$ cat src/rtl/change_dispenser_pkg.sv
// change_dispenser_pkg
//   Shared definitions for the change dispenser: coin denomination codes and
//   their dollar values, the dispenser state encoding and the denom typedef.
//   The $1 coin (DENOM_1) is only driven when CHANGE_ONE_COIN_EN is defined.
package change_dispenser_pkg;

    // Denomination code as seen on coin_denom.
    typedef enum logic [1:0] {
        DENOM_1  = 2'd0,
        DENOM_2  = 2'd1,
        DENOM_5  = 2'd2,
        DENOM_10 = 2'd3
    } denom_t;

    // Dollar value of each denomination.
    localparam int VAL_1  = 1;
    localparam int VAL_2  = 2;
    localparam int VAL_5  = 5;
    localparam int VAL_10 = 10;

    typedef enum logic [2:0] {
        IDLE    = 3'd0,
        SELECT  = 3'd1,
        REQ     = 3'd2,
        RELEASE = 3'd3,
        DONE    = 3'd4,
        FAULT   = 3'd5
    } state_t;

endpackage

$ cat src/rtl/change_dispenser_coin_select.sv
// coin_select
//   Combinational choice of the next coin for a remaining balance.
//   Build option: CHANGE_ONE_COIN_EN adds the $1 coin and switches to plain
//   greedy selection; otherwise balances of 1 or 3 are left as residual.
// Ports:
//   r      in   AMT_W  remaining balance
//   valid  out  1      a coin should be dispensed
//   code   out  2      denomination code of that coin
//   value  out  AMT_W  dollar value of that coin
module coin_select
    import change_dispenser_pkg::*;
#(
    parameter int AMT_W = 8
) (
    input  logic [AMT_W-1:0] r,
    output logic             valid,
    output denom_t           code,
    output logic [AMT_W-1:0] value
);

    localparam logic [AMT_W-1:0] V1  = AMT_W'(VAL_1);
    localparam logic [AMT_W-1:0] V2  = AMT_W'(VAL_2);
    localparam logic [AMT_W-1:0] V5  = AMT_W'(VAL_5);
    localparam logic [AMT_W-1:0] V10 = AMT_W'(VAL_10);

    always_comb begin
        valid = 1'b0;
        code  = DENOM_2;
        value = '0;
`ifdef CHANGE_ONE_COIN_EN
        if (r >= V10) begin
            valid = 1'b1; code = DENOM_10; value = V10;
        end else if (r >= V5) begin
            valid = 1'b1; code = DENOM_5;  value = V5;
        end else if (r >= V2) begin
            valid = 1'b1; code = DENOM_2;  value = V2;
        end else if (r == V1) begin
            valid = 1'b1; code = DENOM_1;  value = V1;
        end
`else
        // Without a $1 coin, 11 and 13 must not take a $10 (1 and 3 cannot be
        // paid from $5/$2), and $5 is only used to make an odd balance even.
        if (r >= V10 && r != AMT_W'(11) && r != AMT_W'(13)) begin
            valid = 1'b1; code = DENOM_10; value = V10;
        end else if (r >= V5 && r[0]) begin
            valid = 1'b1; code = DENOM_5;  value = V5;
        end else if (r >= V2 && r != AMT_W'(3)) begin
            valid = 1'b1; code = DENOM_2;  value = V2;
        end
`endif
    end

endmodule

$ cat src/rtl/change_dispenser.sv
// change_dispenser
//   Returns change after a purchase: dispenses coins ($10/$5/$2, plus $1 when
//   CHANGE_ONE_COIN_EN is defined) one at a time over a four-phase req/ack
//   handshake with the hopper, exposing the balance still to be paid.
// Ports:
//   clk         in   1      system clock
//   reset       in   1      asynchronous active-low reset
//   start       in   1      one-cycle request, sampled only in IDLE
//   change_amt  in   AMT_W  amount to return in dollars
//   coin_req    out  1      hopper request
//   coin_denom  out  2      denomination code (0=$1, 1=$2, 2=$5, 3=$10)
//   coin_ack    in   1      hopper acknowledge (asynchronous, 2-flop synced)
//   busy        out  1      dispense in progress
//   done        out  1      one-cycle pulse at end of dispensing
//   fault       out  1      handshake timeout, sticky until reset
//   remaining   out  AMT_W  balance not yet dispensed
//   coins_out   out  AMT_W  coins dispensed since start (saturating)
module change_dispenser
    import change_dispenser_pkg::*;
#(
    parameter int AMT_W       = 8,
    parameter int ACK_TIMEOUT = 1000000,
    parameter int TO_W        = 20
) (
    input  logic             clk,
    input  logic             reset,
    input  logic             start,
    input  logic [AMT_W-1:0] change_amt,
    output logic             coin_req,
    output logic [1:0]       coin_denom,
    input  logic             coin_ack,
    output logic             busy,
    output logic             done,
    output logic             fault,
    output logic [AMT_W-1:0] remaining,
    output logic [AMT_W-1:0] coins_out
);

    localparam logic [TO_W-1:0] TO_LAST = TO_W'(ACK_TIMEOUT - 1);

    state_t           state;
    logic             ack_s1;
    logic             ack_s2;
    logic [TO_W-1:0]  to_cnt;

    logic             sel_valid;
    denom_t           sel_code;
    logic [AMT_W-1:0] sel_value;
    logic [AMT_W-1:0] coin_value;   // value of the coin in flight

    coin_select #(.AMT_W(AMT_W)) u_coin_select (
        .r     (remaining),
        .valid (sel_valid),
        .code  (sel_code),
        .value (sel_value)
    );

    // The timeout counter reaching its last value means this handshake phase
    // has used up all ACK_TIMEOUT cycles.
    logic timed_out;
    assign timed_out = (to_cnt == TO_LAST);

    always_ff @(posedge clk or negedge reset) begin
        if (!reset) begin
            ack_s1 <= 1'b0;
            ack_s2 <= 1'b0;
        end else begin
            ack_s1 <= coin_ack;
            ack_s2 <= ack_s1;
        end
    end

    always_ff @(posedge clk or negedge reset) begin
        if (!reset) begin
            state      <= IDLE;
            coin_req   <= 1'b0;
            coin_denom <= 2'd0;
            busy       <= 1'b0;
            done       <= 1'b0;
            fault      <= 1'b0;
            remaining  <= '0;
            coins_out  <= '0;
            coin_value <= '0;
            to_cnt     <= '0;
        end else begin
            done <= 1'b0;
            case (state)
                IDLE: begin
                    if (start) begin
                        remaining <= change_amt;
                        coins_out <= '0;
                        busy      <= 1'b1;
                        state     <= SELECT;
                    end
                end
                SELECT: begin
                    if (sel_valid) begin
                        coin_denom <= sel_code;
                        coin_value <= sel_value;
                        coin_req   <= 1'b1;
                        to_cnt     <= '0;
                        state      <= REQ;
                    end else begin
                        // Residual balance stays visible in remaining.
                        done  <= 1'b1;
                        state <= DONE;
                    end
                end
                REQ: begin
                    if (ack_s2) begin
                        coin_req  <= 1'b0;
                        remaining <= remaining - coin_value;
                        if (coins_out != '1) begin
                            coins_out <= coins_out + 1'b1;
                        end
                        to_cnt    <= '0;
                        state     <= RELEASE;
                    end else if (timed_out) begin
                        coin_req <= 1'b0;
                        busy     <= 1'b0;
                        fault    <= 1'b1;
                        state    <= FAULT;
                    end else begin
                        to_cnt <= to_cnt + 1'b1;
                    end
                end
                RELEASE: begin
                    if (!ack_s2) begin
                        state <= SELECT;
                    end else if (timed_out) begin
                        busy  <= 1'b0;
                        fault <= 1'b1;
                        state <= FAULT;
                    end else begin
                        to_cnt <= to_cnt + 1'b1;
                    end
                end
                DONE: begin
                    busy  <= 1'b0;
                    state <= IDLE;
                end
                FAULT: begin
                    state <= FAULT;
                end
                default: begin
                    coin_req <= 1'b0;
                    busy     <= 1'b0;
                    state    <= IDLE;
                end
            endcase
        end
    end

endmodule

$ cat config.mk
export PLATFORM = sky130hd
export DESIGN_NAME = change_dispenser
export DESIGN_NICKNAME = d
export VERILOG_FILES = /design/src/rtl/change_dispenser_pkg.sv /design/src/rtl/change_dispenser_coin_select.sv /design/src/rtl/change_dispenser.sv
export SDC_FILE = /design/constraint.sdc
export NUM_CORES = 1
export LEC_CHECK = 0
export CAP_MARGIN = 20
export CORE_AREA = 8 8 67 98
export CTS_CLUSTER_DIAMETER = 40
export CTS_CLUSTER_SIZE = 28
export DETAILED_ROUTE_END_ITERATION = 10
export DIE_AREA = 0 0 75 106
export PLACE_DENSITY = 0.79
export SLEW_MARGIN = 20
export SYNTH_ARGS = -nofsm -noshare
export SYNTH_HDL_FRONTEND = slang
export SYNTH_SLANG_ARGS = --single-unit
$ cat constraint.sdc
create_clock -name clk -period 2.5 [get_ports clk]
set_clock_uncertainty 0.1 [all_clocks]
set_input_delay 0.25 -clock clk [delete_from_list [all_inputs] [get_ports clk]]
set_output_delay 0.25 -clock clk [all_outputs]
set_load 0.01 [all_outputs]
# Yosys cells after proc, flatten, opt, wreduce, memory -nomap -nowiden
# Cells that the tools add are included.
[word_totals]
regBits = 55
inputBits = 12
out_inout_bits = 22
elab_cells = 95
[classes]
add_sub_neg = 3
n_lt_le_gt_ge = 3
n_eq_ne = 17
muxes = 41
bitwise_logic = 2
n_reduce_logical = 17
[ops]
columns = ["operator", "count"]
rows = [
  ["two-way mux 20 bit", 4],
  ["one-hot mux 20 bit (3 select lines)", 1],
  ["two-way mux 8 bit", 7],
  ["one-hot mux 8 bit (2 select lines)", 2],
  ["adder 20 x 1 -> 20 bit, second input constant", 1],
  ["== test 20 bit, second input constant", 1],
  ["!= test 8 x 4 -> 1 bit, second input constant", 2],
  ["two-way mux 1 bit", 15],
  ["two-way mux 3 bit", 5],
  ["one-hot mux 3 bit (5 select lines)", 1],
  ["!= test 2 bit, second input constant", 6],
  ["AND reduction 3 bit", 4],
  ["adder 8 x 1 -> 8 bit, second input constant", 1],
  ["greater-or-equal comparator 8 x 2 -> 1 bit, second input constant", 1],
  ["greater-or-equal comparator 8 x 3 -> 1 bit, second input constant", 1],
  ["greater-or-equal comparator 8 x 4 -> 1 bit, second input constant", 1],
  ["!= test 8 x 2 -> 1 bit, second input constant", 1],
  ["!= test 8 bit, second input constant", 1],
  ["AND reduction 4 bit", 2],
  ["subtractor 8 bit", 1],
  ["== test 3 x 2 -> 1 bit, second input constant", 2],
  ["== test 3 bit, second input constant", 2],
  ["two-way mux 2 bit", 3],
  ["logical AND 1 bit", 4],
  ["other kinds (12)", 14],
]

# Depth between registers and ports, before layout
# Gate-level depths: netlist (run 1).
[depth]
ltp_word = 7
mapped_depth = 8
mapped_depth_nobuf = 8

# Hierarchy
# A second synthesis (run 1) with hierarchy kept.
[unflattened]
cells_unflattened = 343
hier_area_um2 = 3123.0
[by_module_without_submodules]
columns = ["module", "instances", "cells_per_inst", "area_each_um2", "seq_area_each_um2"]
rows = [
  ["change_dispenser", 1, 318, 2952.8, 1376.3],
  ["coin_select", 1, 25, 170.2, 0.0],
]

# Least setup slack after synthesis (run 1)
# OpenSTA, ideal clock, no wires.
[synth_path]
path_kind = "reg2reg"
startpoint = "register remaining[4]"
endpoint = "register to_cnt[6]"
arrival_ns = 1.960
required_time_ns = 2.290
path_slack_ns = 0.330
path_stages_with_launch = 7
path_buffers = 1
synth_period_minus_slack_ns = 2.170
path_cell_list = "dfrtp_1 or4_4 o41a_4 a21oi_4 buf_6 o21ai_0 o41ai_1"
[synth_via]
elab_chain_cells = 7
word_cells_on_any_way = 15
classes_between = "order compare (3); eq/ne (4); mux (3); reduce/logical (5)"
[synth_rtl]
columns = ["element", "line", "text"]
rows = [
  ["start, declared", "change_dispenser.sv:35", "output logic [AMT_W-1:0] remaining,"],
  ["start signal, assigned", "change_dispenser.sv:90", "remaining <= change_amt;"],
  ["start signal, assigned", "change_dispenser.sv:112", "remaining <= remaining - coin_value;"],
  ["greater-or-equal comparator 8 x 2 -> 1 bit / != test 8 x 2 -> 1 bit (equally long branches)", "change_dispenser_coin_select.sv:47", "end else if (r >= V2 && r != AMT_W'(3)) begin"],
  ["logical AND 1 bit", "change_dispenser_coin_select.sv:47", ""],
  ["two-way mux 1 bit", "change_dispenser_coin_select.sv:47", ""],
  ["two-way mux 1 bit", "change_dispenser_coin_select.sv:45", "end else if (r >= V5 && r[0]) begin"],
  ["two-way mux 1 bit (*)", "change_dispenser_coin_select.sv:43", "if (r >= V10 && r != AMT_W'(11) && r != AMT_W'(13)) begin"],
  ["!= test 2 bit (no source line) (*)", "--", ""],
  ["AND reduction 3 bit (no source line) (*)", "--", ""],
  ["end signal, assigned", "change_dispenser.sv:124", "to_cnt <= to_cnt + 1'b1;"],
  ["end signal, assigned", "change_dispenser.sv:135", "to_cnt <= to_cnt + 1'b1;"],
  ["end, declared", "change_dispenser.sv:44", "logic [TO_W-1:0] to_cnt;"],
]
# Mark *: on every way between the ends. The rest lies on a longest branch, timed or not.
# A chain may end at the register's enable or synchronous reset.

# Worst setup path after layout (run 1)
[layout_path]
startpoint = "register remaining[5]"
endpoint = "register to_cnt[0]"
# Same word-level chain as after synthesis.

==> results.md, run 1 <==
* Status: finished, final reports clean
* Worst Setup Start Kind: flop
* Starting density of the core at 53.6%
* Initial antenna violation count at 0
* Tmin final at 2.23 ns
* Worst Tran Pin Value at 0.645 ns
* Class of the most critical hold timing path: flop to flop
* P&R area growth vs syn at 21.3%
* Pwr Density at 1050 nW/um2
* Port bufs at 33
* Avg Cell Area, Syn at 8.98 um2
* Synthesis Warnings at 0
* F_max at 0.449 GHz
* Overflow after GRT at 0
* FF+latch count, synth at 50
* Sequential share of the synthesized area at 44.5%
* Post-synthesis cell count at 313
* DR pass1 iterations at 4
* Hold Vio Cnt, Final at 0
* Global placement routability congestion at 0.861
* Row Count at 33
* Sw frac at 40.5%
* Die width at 75 um
* # resized after CTS at 0
* GR Util All Layers at 18.2%
* Power Internal at 2.13 mW
* Net switching power at 1.45 mW
* Reg2reg start: remaining[5]$_DFFE_PN0P_
* Lkg Pwr at 1.40 nW
* Distinct cells, synth at 53
* Post-DR vias/cell at 5.95
* Count of pins over their slew limit at 0
* Routed vias at 2548
* Avg WL per Cell at 15.8 um
* Most used DFF post-synth: dfrtp_1
* I/O pins at 34
* Die Y at 106 um
* Final Util at 65.0%
* Global-route wire length before repair at 11.6 mm
* ANT cells at 0
* CTS tree: built
* Mapped Nets at 332
* Post-synth top area share at 44.5%
* Max cap viols at 0
* Delay-heaviest family, CP: compound AO/OA/AOI/OAI gates
* CTS root buf: clkbuf_8
* R2r setup slk at 0.27 ns
* Seq pwr share at 34.1%
* Async S/R FF share, synth at 100%
* Ranking of synthesized cells by area: dfrtp_1 45%, o21ai_0 5.2%, nand2_1 3.9%, a21oi_1 3.7%, nor2_1 3.3%
* Final ANT Viol Nets at 0
* Top post-synthesis cells by count: 50 x dfrtp_1, 29 x nand2_1, 29 x o21ai_0, 25 x nor2_1, 21 x a21oi_1
* CP most frequent cell: a21oi_1
* Final setup violation count at 0
* Number of global-route vias before repair at 2543
* Worst-path fanout max at 18
* CP max stage cell: or4_4
* CP max stage delay at 0.56 ns
* Worst Path Arrival at 2.36 ns
* DIE AREA at 7950 um2
* Combinational share of power at 50.2%
* # DRC at 0
* Synthesized area at 2810 um2
* Worst-path clk slew at 0.09 ns
* Slew Limit Headroom at 55.8%
* Clock Latency Late Sink at 0.31 ns
* Unrepaired setup endpoints after global routing: false
* Final net count at 376
* DP Area at 3290 um2
* TNS Setup at 0 ns
* Worst path bufs/invs at 1
* Design Area, Final at 3410 um2
* Critical path class: flop to flop
* Core Area at 5240 um2
* Max Root-Sink Buffers at 2
* Critical hold path startpoint: ack_s1$_DFF_PN0_
* Maximum vdd ir drop at 0.537 mV
* Largest net degree at the start of global routing at 51
* Number of synthesized flops with an enable pin at 0
* Post-DP HPWL at 4.93 mm
* Critical R2R Capture: to_cnt[0]$_DFFE_PN0P_
* Crit-path cells: or4_4, o41a_4, a21oi_4, buf_12, a21oi_1, a21oi_1
* Ratio of cells with drive above 1 in the final layout at 7.26%
* Worst Setup End Kind: flop
* Top-count cell post-synth: dfrtp_1
* Sink Count at 50
* Hold depth at 0
* Largest area contributor in the netlist: dfrtp_1
* Worst endpoint required time at 2.63 ns
* Hold Path Sink: ack_s2$_DFF_PN0_
* DRT Wirelength at 6.77 mm
* Initial drt markers at 115
* Reg2reg path depth at 6
* Fin crit share at 89.0%
* Num CTS Buffers at 5
* Clock Power Share at 15.7%
* H-tree levels at 2
## power groups by stage
stage / Clock [mW] / Combinational, mW / Sequential (mW)
2_1_floorplan: 0 / 1.12 / 1.24
3_3_place_gp: 0 / 1.75 / 1.22
3_5_place_dp: 0 / 1.80 / 1.23
4_1_cts: 0.573 / 1.80 / 1.22
5_1_grt: 0.600 / 2.01 / 1.25
6_report: 0.562 / 1.80 / 1.22
## final cells by class
| cell class | count | area (um2) |
|---|---|---|
| fill | 470 | 1840 |
| timing repair buffer | 49 | 460 |
| multi-input combinational | 237 | 1450 |
| clock buffer | 7 | 76.3 |
| inverter | 14 | 52.6 |
| tap | 70 | 87.6 |
| clock inverter | 1 | 30.0 |
| sequential | 50 | 1250 |
## logic make-up (layout without fill, tap and decap cells)
family,count (synthesis),in the layout,synth area share (%)
simple gates,124,124,23.1
compound gates,97,97,22.3
xor+xnor,7,7,2.18
buf+inv,26,71,3.87
mux,1,1,0.356
fa+ha+maj,8,8,3.74
flops,50,50,44.5
## metal layers
| layer | vias to the layer above | part of all wire [%] | track usage, % |
|---|---|---|---|
| li1 | 1243 | - | - |
| met1 | 1239 | 40 | 19.7 |
| met2 | 61 | 53 | 32.8 |
| met3 | 5 | 5.0 | 3.11 |
| met4 | 0 | 1.4 | 7.46 |
| met5 | - | 0 | 0 |
## stage by stage
stage	instances	total power, mW	setup WS (ns)	hold WS [ns]
3_5_place_dp	419	3.03	0.295	0.239
2_1_floorplan	313	2.36	0.330	-0.146
4_1_cts	428	3.59	0.265	0.259
3_3_place_gp	419	2.97	0.328	0.237
5_1_grt	428	3.86	0.133	0.267
6_report	428	3.58	0.275	0.257
## layout by cell type (no fill, tap or decap), types with 3 or more instances in the layout
cell type        instances
dfrtp_1                 50
clkdlybuf4s50_1         32
nand2_1                 29
o21ai_0                 29
nor2_1                  25
a21oi_1                 21
inv_1                   14
nand3_1                 14
buf_4                   14
nor3_1                  11
nor2b_1                  8
a31oi_1                  8
nand4_1                  7
xnor2_1                  7
nor4_1                   6
ha_1                     6
o31ai_1                  5
clkbuf_8                 5
nand2b_1                 4
or3_1                    4
nor3b_1                  3
o21ai_1                  3
o21a_1                   3
o311ai_0                 3
o211ai_1                 3
a211oi_1                 3
## how the worst max path moves through the flow
stage                     slack [ns]                     start                    end  depth (start not counted)
after floorplan                 0.33  remaining[4]$_DFFE_PN0P_  to_cnt[6]$_DFFE_PN0P_                          6
after global placement          0.33  remaining[4]$_DFFE_PN0P_  to_cnt[0]$_DFFE_PN0P_                          6
after detailed placement        0.29  remaining[4]$_DFFE_PN0P_  to_cnt[0]$_DFFE_PN0P_                          6
after CTS                       0.27  remaining[4]$_DFFE_PN0P_  to_cnt[0]$_DFFE_PN0P_                          6
after global routing            0.13  remaining[5]$_DFFE_PN0P_  to_cnt[0]$_DFFE_PN0P_                          6
final                           0.27  remaining[5]$_DFFE_PN0P_  to_cnt[0]$_DFFE_PN0P_                          6
## flip-flops by register name, indices dropped and copies added, names as in the netlist
signal,flops
to_cnt,20
coins_out,8
remaining,8
coin_value,3
state,3
coin_denom,2
ack_s1,1
ack_s2,1
busy,1
coin_req,1
done,1
fault,1
## repair_timing
| action | CTS | global route |
|---|---|---|
| hold buffers | 1 | 0 |
| setup buffers | 0 | 0 |
| endpoints found under the hold margin | 50 | 0 |
No activity file was read; power rests on OpenSTA's default activity.
==> run 2: changes to the inputs <==
- GPL_TIMING_DRIVEN: default -> 0
==> results.md, run 2 (synthesis results as in run 1) <==
* Worst Setup Start Kind: flop
* Most common cell after layout, fill and taps aside: dfrtp_1
* Global-route wire length before repair at 11.6 mm
* Worst endpoint required time at 2.60 ns
* CTS root buf: clkbuf_8
* Number of global-route vias before repair at 2493
* DIE AREA at 7950 um2
* Ratio of cells with drive above 1 in the final layout at 6.15%
* Routed vias at 2585
* Initial antenna violation count at 0
* Num CTS Buffers at 5
* Worst path bufs/invs at 1
* # placed instances at 416
* DRT Wirelength at 6.93 mm
* Max cap viols at 0
* Pwr Density at 1040 nW/um2
* H-tree levels at 2
* Worst Setup End Kind: flop
* Crit-path cells: or4_4, o41a_4, a21oi_4, buf_6, o21ai_0, o41ai_1
* Hold Vio Cnt, Final at 0
* Max Root-Sink Buffers at 2
* Count of pins over their slew limit at 0
* Final setup violation count at 0
* Final ANT Viol Nets at 0
* Maximum vdd ir drop at 0.411 mV
* Register with the highest flop count: to_cnt
* Critical path class: flop to flop
* Final std cells w/o fill at 428
* Final worst setup slack at 0.157 ns
* Die width at 75 um
* Avg WL per Cell at 16.2 um
* Final net count at 376
* Status: finished, final reports clean
* Worst-path clk slew at 0.09 ns
* Sink Count at 50
* Die Y at 106 um
* Row Count at 33
* ANT cells at 0
* Hold Slack at 0.262 ns
* Slew Limit Headroom at 44.5%
* Regs by FF count: to_cnt x20, coins_out x8, remaining x8
* Max FFs per register at 20
* Starting density of the core at 53.6%
* Overflow after GRT at 0
* Largest net degree at the start of global routing at 51
* Place WS at 0.0658 ns
* Global placement routability congestion at 0.872
* Worst Tran Pin Value at 0.831 ns
* Worst-path fanout max at 10
* I/O pins at 34
* Unrepaired setup endpoints after global routing: false
* Worst Path Arrival at 2.44 ns
* CTS tree: built
* Final Util at 64.1%
* Fin crit share at 93.7%
* P&R area growth vs syn at 19.7%
* Post-DR vias/cell at 6.04
* DR pass1 iterations at 5
* Tmin final at 2.34 ns
* # DRC at 0
* Core Area at 5240 um2
* Port bufs at 33
* Lkg Pwr at 1.36 nW
* F_max at 0.427 GHz
* CP max stage delay at 0.60 ns
* Delay-heaviest family, CP: compound AO/OA/AOI/OAI gates
* Class of the most critical hold timing path: flop to flop
* CP max stage cell: or4_4
* Clock Latency Late Sink at 0.31 ns
* GR Util All Layers at 18.1%
* Post-DP HPWL at 4.96 mm
* Most frequent cells in the layout: 50 x dfrtp_1, 32 x clkdlybuf4s50_1, 29 x nand2_1, 29 x o21ai_0, 25 x nor2_1
* Initial drt markers at 86
run 2: stage by stage:
step	cell area, um2	setup TNS [ns]	total power [mW]
6_report	3360	0	3.51
5_1_grt	3360	0	3.77
4_1_cts	3330	0	3.47
3_5_place_dp	3230	0	2.96
3_3_place_gp	3230	-20.49	2.90
2_1_floorplan	2810	0	2.36
run 2: where the power goes:
| part | switching (mW) | total, mW | internal (mW) |
|---|---|---|---|
| Sequential | 0.234 | 1.23 | 0.998 |
| Combinational | 0.990 | 1.78 | 0.794 |
| Clock | 0.271 | 0.494 | 0.223 |
| Total | 1.49 | 3.51 | 2.01 |
run 2: worst register-to-register path, cell delays in order (launching register included):
cell     delay, ns
dfrtp_1       0.45
or4_4         0.60
o41a_4        0.51
a21oi_4       0.22
buf_6         0.18
o21ai_0       0.10
o41ai_1       0.07
run 2: routing by layer:
| metal | global-route usage, % | vias to the layer above | wire, um |
|---|---|---|---|
| li1 | - | 1243 | - |
| met1 | 20.7 | 1253 | 2750 |
| met2 | 31.3 | 79 | 3710 |
| met3 | 2.83 | 10 | 346 |
| met4 | 8.59 | 0 | 115 |
| met5 | 0 | - | 0 |
run 2: layout make-up:
cell class | count | area [um2]
Multi-Input combinational cell | 237 | 1460
Fill cell | 460 | 1880
Tap cell | 70 | 87.6
Clock inverter | 2 | 12.5
Clock buffer | 6 | 82.6
Timing Repair Buffer | 37 | 360
Inverter | 14 | 52.6
Buffer | 12 | 56.3
Sequential cell | 50 | 1250
run 2: what timing repair did:
item / 4_1_cts / 5_1_grt
buffers inserted: 0 / 3
setup endpoints to repair: 0 / 11
hold buffers: 1 / 0
gates resized for setup: 0 / 2
endpoints found under the hold margin: 50 / 0
run 2: path summary, 6_finish.rpt:
path	from	end	slack [ns]	depth (start not counted)
worst min-delay path	ack_s1$_DFF_PN0_	ack_s2$_DFF_PN0_	0.26	0
min in group asynchronous	reset	remaining[1]$_DFFE_PN0P_	0.39	2
worst max-delay path	remaining[4]$_DFFE_PN0P_	to_cnt[6]$_DFFE_PN0P_	0.16	6
worst max register to register	remaining[4]$_DFFE_PN0P_	to_cnt[6]$_DFFE_PN0P_	0.16	6
worst min register to register	ack_s1$_DFF_PN0_	ack_s2$_DFF_PN0_	0.26	0
max in group asynchronous	reset	to_cnt[2]$_DFFE_PN0P_	1.47	2
==> run 3: changes to the inputs <==
- ABC_AREA: default -> 1
- CORE_AREA: 8 8 67 98 -> 8 8 71 104
- DIE_AREA: 0 0 75 106 -> 0 0 79 112
==> results.md, run 3 <==
* Post-synth top area share at 38.3%
* Worst Setup End Kind: flop
* Largest area contributor in the netlist: dfrtp_1
* Regs by FF count: to_cnt x20, coins_out x8, remaining x8
* DRT Wirelength at 8.43 mm
* Worst-path clk slew at 0.09 ns
* H-tree levels at 2
* Critical path class: flop to flop
* Multiplexer share of the synthesized area at 0%
* Synth Area in XOR/XNOR at 2.15%
* Mapped Nets at 491
* Design Area, Final at 3790 um2
* Post-DP HPWL at 6.51 mm
* DR pass1 iterations at 4
* Starting density of the core at 54.8%
* Post-synthesis cell count at 472
* Overflow after GRT at 0
* Total power at 3.86 mW
* Initial antenna violation count at 0
* Post-synthesis compound-gate area fraction at 9.69%
* Pwr Density at 1020 nW/um2
* Sw frac at 46.6%
* Final worst setup slack at 0.475 ns
* R2r setup slk at 0.47 ns
* Routed vias at 3180
* # DRC at 0
* Distinct cells, synth at 38
* # resized after CTS at 0
* Global placement routability congestion at 0.970
* Top-count cell post-synth: nand2_1
* Combinational share of power at 55.8%
* Largest net degree at the start of global routing at 51
* Seq pwr share at 31.0%
* Synthesis Warnings at 0
* Worst endpoint required time at 2.59 ns
* Async S/R FF share, synth at 100%
* Reg area at 1250 um2
* Most frequent cells in the layout: 148 x nand2_1, 51 x inv_1, 51 x nor2_1
* DIE AREA at 8850 um2
* Worst Setup Start Kind: flop
* Worst Path Arrival at 2.12 ns
* Number of global-route vias before repair at 3274
* Maximum vdd ir drop at 0.780 mV
* F_max at 0.494 GHz
* Sequential share of the synthesized area at 38.3%
* Unrepaired setup endpoints after global routing: false
* Die width at 79 um
* Final setup violation count at 0
* Adder-Cell Fraction of Synth Area at 2.91%
* Initial drt markers at 238
* Place WS at 0.498 ns
* Status: finished, final reports clean
* I/O pins at 34
* Count of pins over their slew limit at 0
* Net switching power at 1.80 mW
* Max cap viols at 0
* Core Area at 5960 um2
* Most used DFF post-synth: dfrtp_1
* Fin crit share at 81.0%
* Power Internal at 2.06 mW
* Ranking of synthesized cells by area: dfrtp_1 38%, nand2_1 17%, nand3_1 6.7%, inv_1 5.9%, nor2_1 5.9%
* Die Y at 112 um
* Register with the highest flop count: to_cnt
* Avg Cell Area, Syn at 6.92 um2
* ANT cells at 0
* Top post-synthesis cells by count: 148 x nand2_1, 51 x inv_1, 51 x nor2_1, 50 x dfrtp_1, 44 x nand3_1
* Area of the multi-input gates at 1710 um2
* CTS root buf: clkbuf_8
* P&R area growth vs syn at 16.1%
* Port bufs at 33
* Sink Count at 50
* Combinational family with the most area after synthesis: simple AND/OR/NAND/NOR gates
* Worst-path fanout max at 5
* Num CTS Buffers at 5
* Max FFs per register at 20
* DP Area at 3690 um2
* Final net count at 532
* CTS tree: built
* Worst Tran Pin Value at 0.639 ns
* Final ANT Viol Nets at 0
* GR Util All Layers at 20.1%
* FF+latch count, synth at 50
* Tmin final at 2.03 ns
* Class of the most critical hold timing path: flop to flop
* Most common cell after layout, fill and taps aside: nand2_1
* Ratio of cells with drive above 1 in the final layout at 8.95%
* Slew Limit Headroom at 57.4%
* Hold Vio Cnt, Final at 0
* Row Count at 35
* Max Root-Sink Buffers at 2
* Lkg Pwr at 1.83 nW
* Filler cells at 576
* Post-DR vias/cell at 5.41
* Number of synthesized flops with an enable pin at 0
* Synthesized area at 3270 um2
* Avg WL per Cell at 14.3 um
* Clock Power Share at 13.2%
* Hold Slack at 0.257 ns
* Simple logic cell fraction of the synthesized area at 37.7%
* Clock Latency Late Sink at 0.31 ns
* Global-route wire length before repair at 14.4 mm
==> run 3: cell count changes after synthesis, sizes merged, moves of 5 or more <==
| cell | delta |
|---|---|
| nor2 | +34 |
| nor2b | -8 |
| clkbuf | -6 |
| inv | +46 |
| nor4 | -5 |
| o31ai | -5 |
| a21oi | -7 |
| nand2 | +124 |
| xor2 | +5 |
| a31oi | -8 |
| nand3 | +32 |
==> run 3: final cells by class <==
class | instances | share of cell area, %
timing repair buffer | 34 | 8.91
sequential | 50 | 33.0
inverter | 60 | 6.01
clock inverter | 2 | 0.330
tap | 74 | 2.44
clock buffer | 6 | 2.18
multi-input combinational | 352 | 45.1
buffer | 10 | 1.98
==> run 3: per-layer routing <==
| metal | track usage [%] | routed length [um] | part of all wire, % |
|---|---|---|---|
| met5 | 0 | 0 | 0 |
| met1 | 21.2 | 3370 | 40 |
| met4 | 13.0 | 386 | 4.6 |
| met2 | 35.5 | 4440 | 53 |
| met3 | 3.06 | 227 | 2.7 |
==> run 3: power groups by stage <==
stage | Clock, mW | Sequential [mW] | Combinational (mW)
2_1_floorplan | 0 | 1.21 | 1.45
3_3_place_gp | 0 | 1.20 | 2.09
3_5_place_dp | 0 | 1.20 | 2.16
4_1_cts | 0.523 | 1.19 | 2.16
5_1_grt | 0.554 | 1.22 | 2.41
6_report | 0.509 | 1.19 | 2.15
==> run 3: path summary, 6_finish.rpt <==
kind / from / to / depth (start not counted)
max reg2reg: remaining[0]$_DFFE_PN0P_ / remaining[4]$_DFFE_PN0P_ / 8
max: remaining[0]$_DFFE_PN0P_ / remaining[4]$_DFFE_PN0P_ / 8
min: ack_s1$_DFF_PN0_ / ack_s2$_DFF_PN0_ / 0
min reg2reg: ack_s1$_DFF_PN0_ / ack_s2$_DFF_PN0_ / 0
max in group asynchronous: reset / to_cnt[17]$_DFFE_PN0P_ / 2
min in group asynchronous: reset / to_cnt[6]$_DFFE_PN0P_ / 2
==> run 3: cell families after synthesis <==
family / count (synthesis)
compound gates: 55
buf+inv: 70
simple gates: 282
xor+xnor: 8
fa+ha+maj: 7
flops: 50
==> run 3: worst max-delay path: stages, from the launching register on <==
cell and delay [ns]:
dfrtp_1 0.42, inv_1 0.10, ha_1 0.23, fa_1 0.42, nand3b_1 0.20, nand2_1 0.08
nor2_1 0.07, nor3_1 0.19, o22ai_1 0.11
==> run 3: per-stage QoR <==
step                      cells  util, %  TNS [ns]
after global routing        588     63.7         0
after global placement      579     61.9    -24.18
after CTS                   588     63.7         0
final                       588     63.7         0
after floorplan             472        -         0
after detailed placement    579     61.9         0
==> run 3: timing repair <==
item	in CTS	in global routing
endpoints found under the hold margin	50	0
setup endpoints to repair	0	0
setup buffers	0	0
hold buffers	1	0
